**config.mk**
```make
export PLATFORM = sky130hd
export DESIGN_NAME = ex_muldiv_seq
export DESIGN_NICKNAME = d
export VERILOG_FILES = /design/src/rtl/ex_muldiv_seq.sv
export SDC_FILE = /design/constraint.sdc
export NUM_CORES = 1
export LEC_CHECK = 0
export ABC_AREA = 1
export CAP_MARGIN = 40
export CORE_UTILIZATION = 37
export DETAILED_ROUTE_END_ITERATION = 10
export PLACE_DENSITY = 0.52
export SYNTH_ARGS = -nofsm -noshare
export SYNTH_HDL_FRONTEND = slang
export SYNTH_SLANG_ARGS = --single-unit
export TNS_END_PERCENT = 10
```
**constraint.sdc**
```tcl
create_clock -name clk_i -period 4 [get_ports clk_i]
set_input_delay 0.6 -clock clk_i [delete_from_list [all_inputs] [get_ports clk_i]]
set_output_delay 0.6 -clock clk_i [all_outputs]
set_load 0.03 [all_outputs]
```
**src/rtl/ex_muldiv_seq.sv**
```systemverilog
// Multi-cycle RV32M MUL/DIV sequencer for the EX stage.
// Radix-2 shift-add multiplier and restoring divider over magnitudes, with a
// final sign fix-up. Stalls IF/ID/EX while iterating; flush aborts the op.
module ex_muldiv_seq #(
  parameter int unsigned XLEN  = 32,
  parameter int unsigned CNT_W = $clog2(XLEN) + 1
) (
  input  logic            clk_i,
  input  logic            rst_ni,
  input  logic            start_i,
  input  logic [2:0]      funct3_i,
  input  logic [XLEN-1:0] op_a_i,
  input  logic [XLEN-1:0] op_b_i,
  input  logic            flush_i,
  input  logic            hold_in_i,
  output logic            stall_ex_o,
  output logic            done_o,
  output logic [XLEN-1:0] result_o
);

  typedef enum logic [1:0] {StIdle, StCalc, StDone} state_e;

  localparam logic [XLEN-1:0] MinNeg = {1'b1, {(XLEN - 1){1'b0}}};

  state_e              state_q, state_d;
  logic [CNT_W-1:0]    cnt_q, cnt_d;
  logic [2:0]          funct3_q, funct3_d;
  logic                neg_q, neg_d;      // product / quotient must be negated
  logic                a_neg_q, a_neg_d;  // remainder takes the dividend sign
  logic [XLEN-1:0]     mcand_q, mcand_d;  // multiplicand or divisor magnitude
  logic [2*XLEN-1:0]   acc_q, acc_d;      // product; low half doubles as dividend/quotient
  logic [XLEN:0]       rem_q, rem_d;      // partial remainder with borrow bit
  logic [XLEN-1:0]     res_q, res_d;

  // Operand decode at acceptance
  logic            is_div, signed_a, signed_b, a_neg, b_neg;
  logic [XLEN-1:0] abs_a, abs_b;
  logic            div_zero, div_ovf, special;
  logic [XLEN-1:0] special_res;

  assign is_div   = funct3_i[2];
  assign signed_a = (funct3_i == 3'b001) || (funct3_i == 3'b010) ||
                    (funct3_i == 3'b100) || (funct3_i == 3'b110);
  assign signed_b = (funct3_i == 3'b001) || (funct3_i == 3'b100) || (funct3_i == 3'b110);
  assign a_neg    = signed_a & op_a_i[XLEN-1];
  assign b_neg    = signed_b & op_b_i[XLEN-1];
  assign abs_a    = a_neg ? (~op_a_i + 1'b1) : op_a_i;
  assign abs_b    = b_neg ? (~op_b_i + 1'b1) : op_b_i;
  assign div_zero = is_div && (op_b_i == '0);
  assign div_ovf  = is_div && !funct3_i[0] && (op_a_i == MinNeg) && (op_b_i == '1);
  assign special  = div_zero || div_ovf;
  // funct3[1] selects remainder for the divide group
  assign special_res = div_zero ? (funct3_i[1] ? op_a_i : '1)
                                : (funct3_i[1] ? '0 : MinNeg);

  // One iteration step of each datapath
  logic [XLEN:0]     mul_sum;
  logic [2*XLEN-1:0] mul_next, prod_fix;
  logic [XLEN:0]     div_shift, div_diff, rem_next;
  logic              div_ok;
  logic [XLEN-1:0]   quo_next, quo_fix, rem_fix;
  logic [XLEN-1:0]   final_res;

  assign mul_sum   = {1'b0, acc_q[2*XLEN-1:XLEN]} + {1'b0, mcand_q};
  assign mul_next  = acc_q[0] ? {mul_sum, acc_q[XLEN-1:1]} : {1'b0, acc_q[2*XLEN-1:1]};
  assign div_shift = {rem_q[XLEN-1:0], acc_q[XLEN-1]};
  assign div_diff  = div_shift - {1'b0, mcand_q};
  assign div_ok    = ~div_diff[XLEN];
  assign rem_next  = div_ok ? div_diff : div_shift;
  assign quo_next  = {acc_q[XLEN-2:0], div_ok};
  assign prod_fix  = neg_q ? (~mul_next + 1'b1) : mul_next;
  assign quo_fix   = neg_q ? (~quo_next + 1'b1) : quo_next;
  assign rem_fix   = a_neg_q ? (~rem_next[XLEN-1:0] + 1'b1) : rem_next[XLEN-1:0];

  // Result selection applied on the last iteration
  always_comb begin
    final_res = '0;
    unique case (funct3_q)
      3'b000:                 final_res = prod_fix[XLEN-1:0];
      3'b001, 3'b010, 3'b011: final_res = prod_fix[2*XLEN-1:XLEN];
      3'b100, 3'b101:         final_res = quo_fix;
      default:                final_res = rem_fix;
    endcase
  end

  // Next-state, datapath updates and handshake outputs
  always_comb begin
    state_d    = state_q;
    cnt_d      = cnt_q;
    funct3_d   = funct3_q;
    neg_d      = neg_q;
    a_neg_d    = a_neg_q;
    mcand_d    = mcand_q;
    acc_d      = acc_q;
    rem_d      = rem_q;
    res_d      = res_q;
    stall_ex_o = 1'b0;
    done_o     = 1'b0;
    unique case (state_q)
      StIdle: begin
        if (start_i && !flush_i) begin
          stall_ex_o = 1'b1;
          funct3_d   = funct3_i;
          neg_d      = a_neg ^ b_neg;
          a_neg_d    = a_neg;
          if (special) begin
            res_d   = special_res;
            state_d = StDone;
          end else begin
            cnt_d   = CNT_W'(XLEN);
            mcand_d = is_div ? abs_b : abs_a;
            acc_d   = is_div ? {{XLEN{1'b0}}, abs_a} : {{XLEN{1'b0}}, abs_b};
            rem_d   = '0;
            state_d = StCalc;
          end
        end
      end
      StCalc: begin
        if (flush_i) begin
          state_d = StIdle;
        end else begin
          stall_ex_o = 1'b1;
          cnt_d      = cnt_q - CNT_W'(1);
          if (funct3_q[2]) begin
            acc_d = {acc_q[2*XLEN-1:XLEN], quo_next};
            rem_d = rem_next;
          end else begin
            acc_d = mul_next;
          end
          if (cnt_q == CNT_W'(1)) begin
            res_d   = final_res;
            state_d = StDone;
          end
        end
      end
      StDone: begin
        if (flush_i) begin
          state_d = StIdle;
        end else begin
          done_o = 1'b1;
          if (!hold_in_i) state_d = StIdle;
        end
      end
      default: state_d = StIdle;
    endcase
  end

  assign result_o = res_q;

  // State and datapath registers
  always_ff @(posedge clk_i or negedge rst_ni) begin
    if (!rst_ni) begin
      state_q  <= StIdle;
      cnt_q    <= '0;
      funct3_q <= '0;
      neg_q    <= 1'b0;
      a_neg_q  <= 1'b0;
      mcand_q  <= '0;
      acc_q    <= '0;
      rem_q    <= '0;
      res_q    <= '0;
    end else begin
      state_q  <= state_d;
      cnt_q    <= cnt_d;
      funct3_q <= funct3_d;
      neg_q    <= neg_d;
      a_neg_q  <= a_neg_d;
      mcand_q  <= mcand_d;
      acc_q    <= acc_d;
      rem_q    <= rem_d;
      res_q    <= res_d;
    end
  end

endmodule

```
==> run metrics <==
relative slew slack=0.384; DRT Pass-1 Iters=6; synth warn=0; syn_area_per_cell=5.67 um2; clock latency on the worst-skew pair=490 ps; synthesized area=20000 um2; # DRC=0; Primary FF master, synth=dfrtp_1; top cells by area, synth=nand2_1 22%, dfrtp_1 22%, inv_1 10%; Max Cap Violations=0; Unique masters post-synth=59; antenna-violating nets left=0; P per Cell Area=694 nW/um2; I/O Pins=106; PortBufs=105; Clock Skew=16.7 ps; LEAKAGE=12.7 nW; design area=23800 um2; FFs w/ async S/R, synth=1.00; Final period util=0.955; HP Class=in2async; Min Hold Slack=176 ps; metal3 WL=6580 um; CP Class=reg2reg; initial antenna violation count=0; post-synth top area share=0.220; WL met1=42000 um; final worst path period need=3820 ps; CTS tree=yes; via count=24500; worst r2r dst=result_o[17]$_DFFE_PN0P_; status=finished, final reports clean; P&R area growth vs syn=19.1%; flop-to-flop setup slack=180 ps; worst slew pin tran=923 ps; leading area contributor after synthesis=nand2_1; Setup crit end kind=flip-flop; worst-path fanout max=4; share of cells above drive strength 1=0.0928; DRT iter0 DRCs=2461; RSZ-0062 raised after global routing=true; crit path DAT=4210 ps; drt wl/cell=22.0 um; achievable frequency=262 MHz; Critical Path Start=mcand_q[0]$_DFFE_PN0P_; Congestion Overflow GR=0; Initial Utilization=0.378; setup violators final=0; final core occ=0.450; chip width=235 um; Post-DP HPWL=81700 um; Post-DP Area=23100 um2; final worst slack=181 ps; clk slew on worst S/H paths=90 ps; Synth Instances=3528; GRT Util Overall=0.355; Top Metal Used=met4; H-Tree Depth=4; worst r2r src=mcand_q[0]$_DFFE_PN0P_; DR WL met2=45600 um; Req. time, crit path=4390 ps; CORE AREA=53000 um2; WL final=97900 um; routability cong.=0.976; fin nets=3895; first-pass GRT wire length=143000 um; CP Launch Type=flip-flop; Vias/cell=5.50; # fillers=5874; Post-CTS Setup Inserts=0; Num CTS Buffers=17; sequential fraction of the synthesis area=0.216; Hold Buf Count CTS=0; post-place setup slack=-76.6 ps; dpl cells=4418; syn nets=3674; PnR Total Power=16.6 mW; synthesized flop and latch total=173; largest net degree at the start of global routing=86; Non-Filler Instances=4451; Die H=235 um; Post-synth EDFFs=0; vias in the first global route=22600; setup TNS=0 ps; Die ar.=55000 um2; Hold Vio Cnt, Final=0; Rows=84; Clock Sinks=173; CTS Root Cell=clkbuf_16; Worst VDD drop=0.000441 V; Clock Tree Buf Depth=2; FF-to-FF path depth=22; Final Max Tran Viols=0
[worst max path at each step]
stage                                          end
after floorplan            result_o[6]$_DFFE_PN0P_
after global placement       acc_q[33]$_DFFE_PN0P_
after detailed placement     acc_q[40]$_DFFE_PN0P_
after CTS                 result_o[22]$_DFFE_PN0P_
after global routing      result_o[15]$_DFFE_PN0P_
final                     result_o[17]$_DFFE_PN0P_
[per-layer routing]
| metal | vias up | GRT usage |
|---|---|---|
| li1 | 11800 | - |
| met1 | 11500 | 0.476 |
| met2 | 1010 | 0.583 |
| met3 | 128 | 0.0340 |
| met4 | 0 | 0.143 |
| met5 | - | 0 |
[layout make-up]
class / count / area, um2 / share of cell area
repair buffers: 316 / 2720 / 0.114
diodes: 1 / 2.50 / 0.000105
multi-input cells: 2693 / 13300 / 0.558
clock inverters: 14 / 136 / 0.00572
flip-flops and latches: 173 / 4330 / 0.182
inverters: 548 / 2060 / 0.0863
clock buffers: 18 / 439 / 0.0184
well taps: 688 / 861 / 0.0361
[cell usage after synthesis (all sizes together) (4+ instances only)]
master / n
xnor2: 16
ha: 72
nand4: 52
a21oi: 124
inv: 546
clkbuf: 74
nand3b: 18
buf: 40
a31oi: 21
o21ai: 183
a21boi: 6
or2: 7
nor2: 380
xor2: 56
nor3: 47
and2: 4
o211ai: 32
o221ai: 10
o2111ai: 10
dfrtp: 173
a22oi: 19
o21bai: 6
nand3: 309
nand2: 1195
nor4: 13
a21o: 5
o22ai: 82
[layout by cell type (no fill, tap or decap), drive strengths merged, types with 3 or more instances in the layout]
cell type      instances
a211oi                 3
a21boi                 6
a21o                   5
a21oi                124
a22oi                 19
a31oi                 21
and2                   4
buf                  213
clkbuf                19
clkdlybuf4s50        102
clkinv                 4
dfrtp                173
ha                    72
inv                  556
nand2               1195
nand3                309
nand3b                18
nand4                 52
nor2                 380
nor3                  47
nor3b                  3
nor4                  13
o2111ai               10
o211ai                32
o21a                   3
o21ai                183
o21bai                 6
o221ai                10
o22ai                 82
o31ai                  3
or2                    7
xnor2                 16
xor2                  56
[timing repair]
action,4_1_cts,5_1_grt
endpoints found under the setup margin,4,28
gates resized for setup,4,54
pin swaps,1,7
cloned,0,0
hold endpoints to repair,0,0
[flip-flops by register name, indices dropped and copies added, names as in the netlist, 2 cells and up]
| signal | cells |
|---|---|
| state_q | 2 |
| result_o | 32 |
| acc_q | 64 |
| cnt_q | 6 |
| rem_q | 32 |
| funct3_q | 3 |
| mcand_q | 32 |
[logic make-up after synthesis]
kind of cell	Yosys count	share of synthesized area
DFF	173	0.216
buffers and inverters	662	0.127
and+or+nand+nor	2032	0.427
AOI/OAI and AO/OA	515	0.152
xor gates and xnor gates	72	0.0315
adders and majority gates	74	0.0470
[power by group]
| part | internal, mW | switching (mW) |
|---|---|---|
| clock network | 0.846 | 0.915 |
| registers | 2.36 | 0.670 |
| logic | 3.75 | 8.02 |
| total | 6.96 | 9.60 |
[critical path, cell delays in order (launching register included)]
cell and delay [ps]:
dfrtp_1 430, ha_2 280, fa_2 450, nand2_1 70
o21ai_0 190, inv_1 160, nand4_1 100, nor3_2 190
nand2_1 160, nor2_2 200, nand2_1 130, nor2_4 170
nand2_1 70, nand2_1 70, a21boi_0 90, o21ai_0 80
buf_4 150, nand3_1 90, buf_4 160, nor2_2 200
nand2_1 100, nand2_1 110, nand2_1 60
Power figures use the tool's default switching activity.
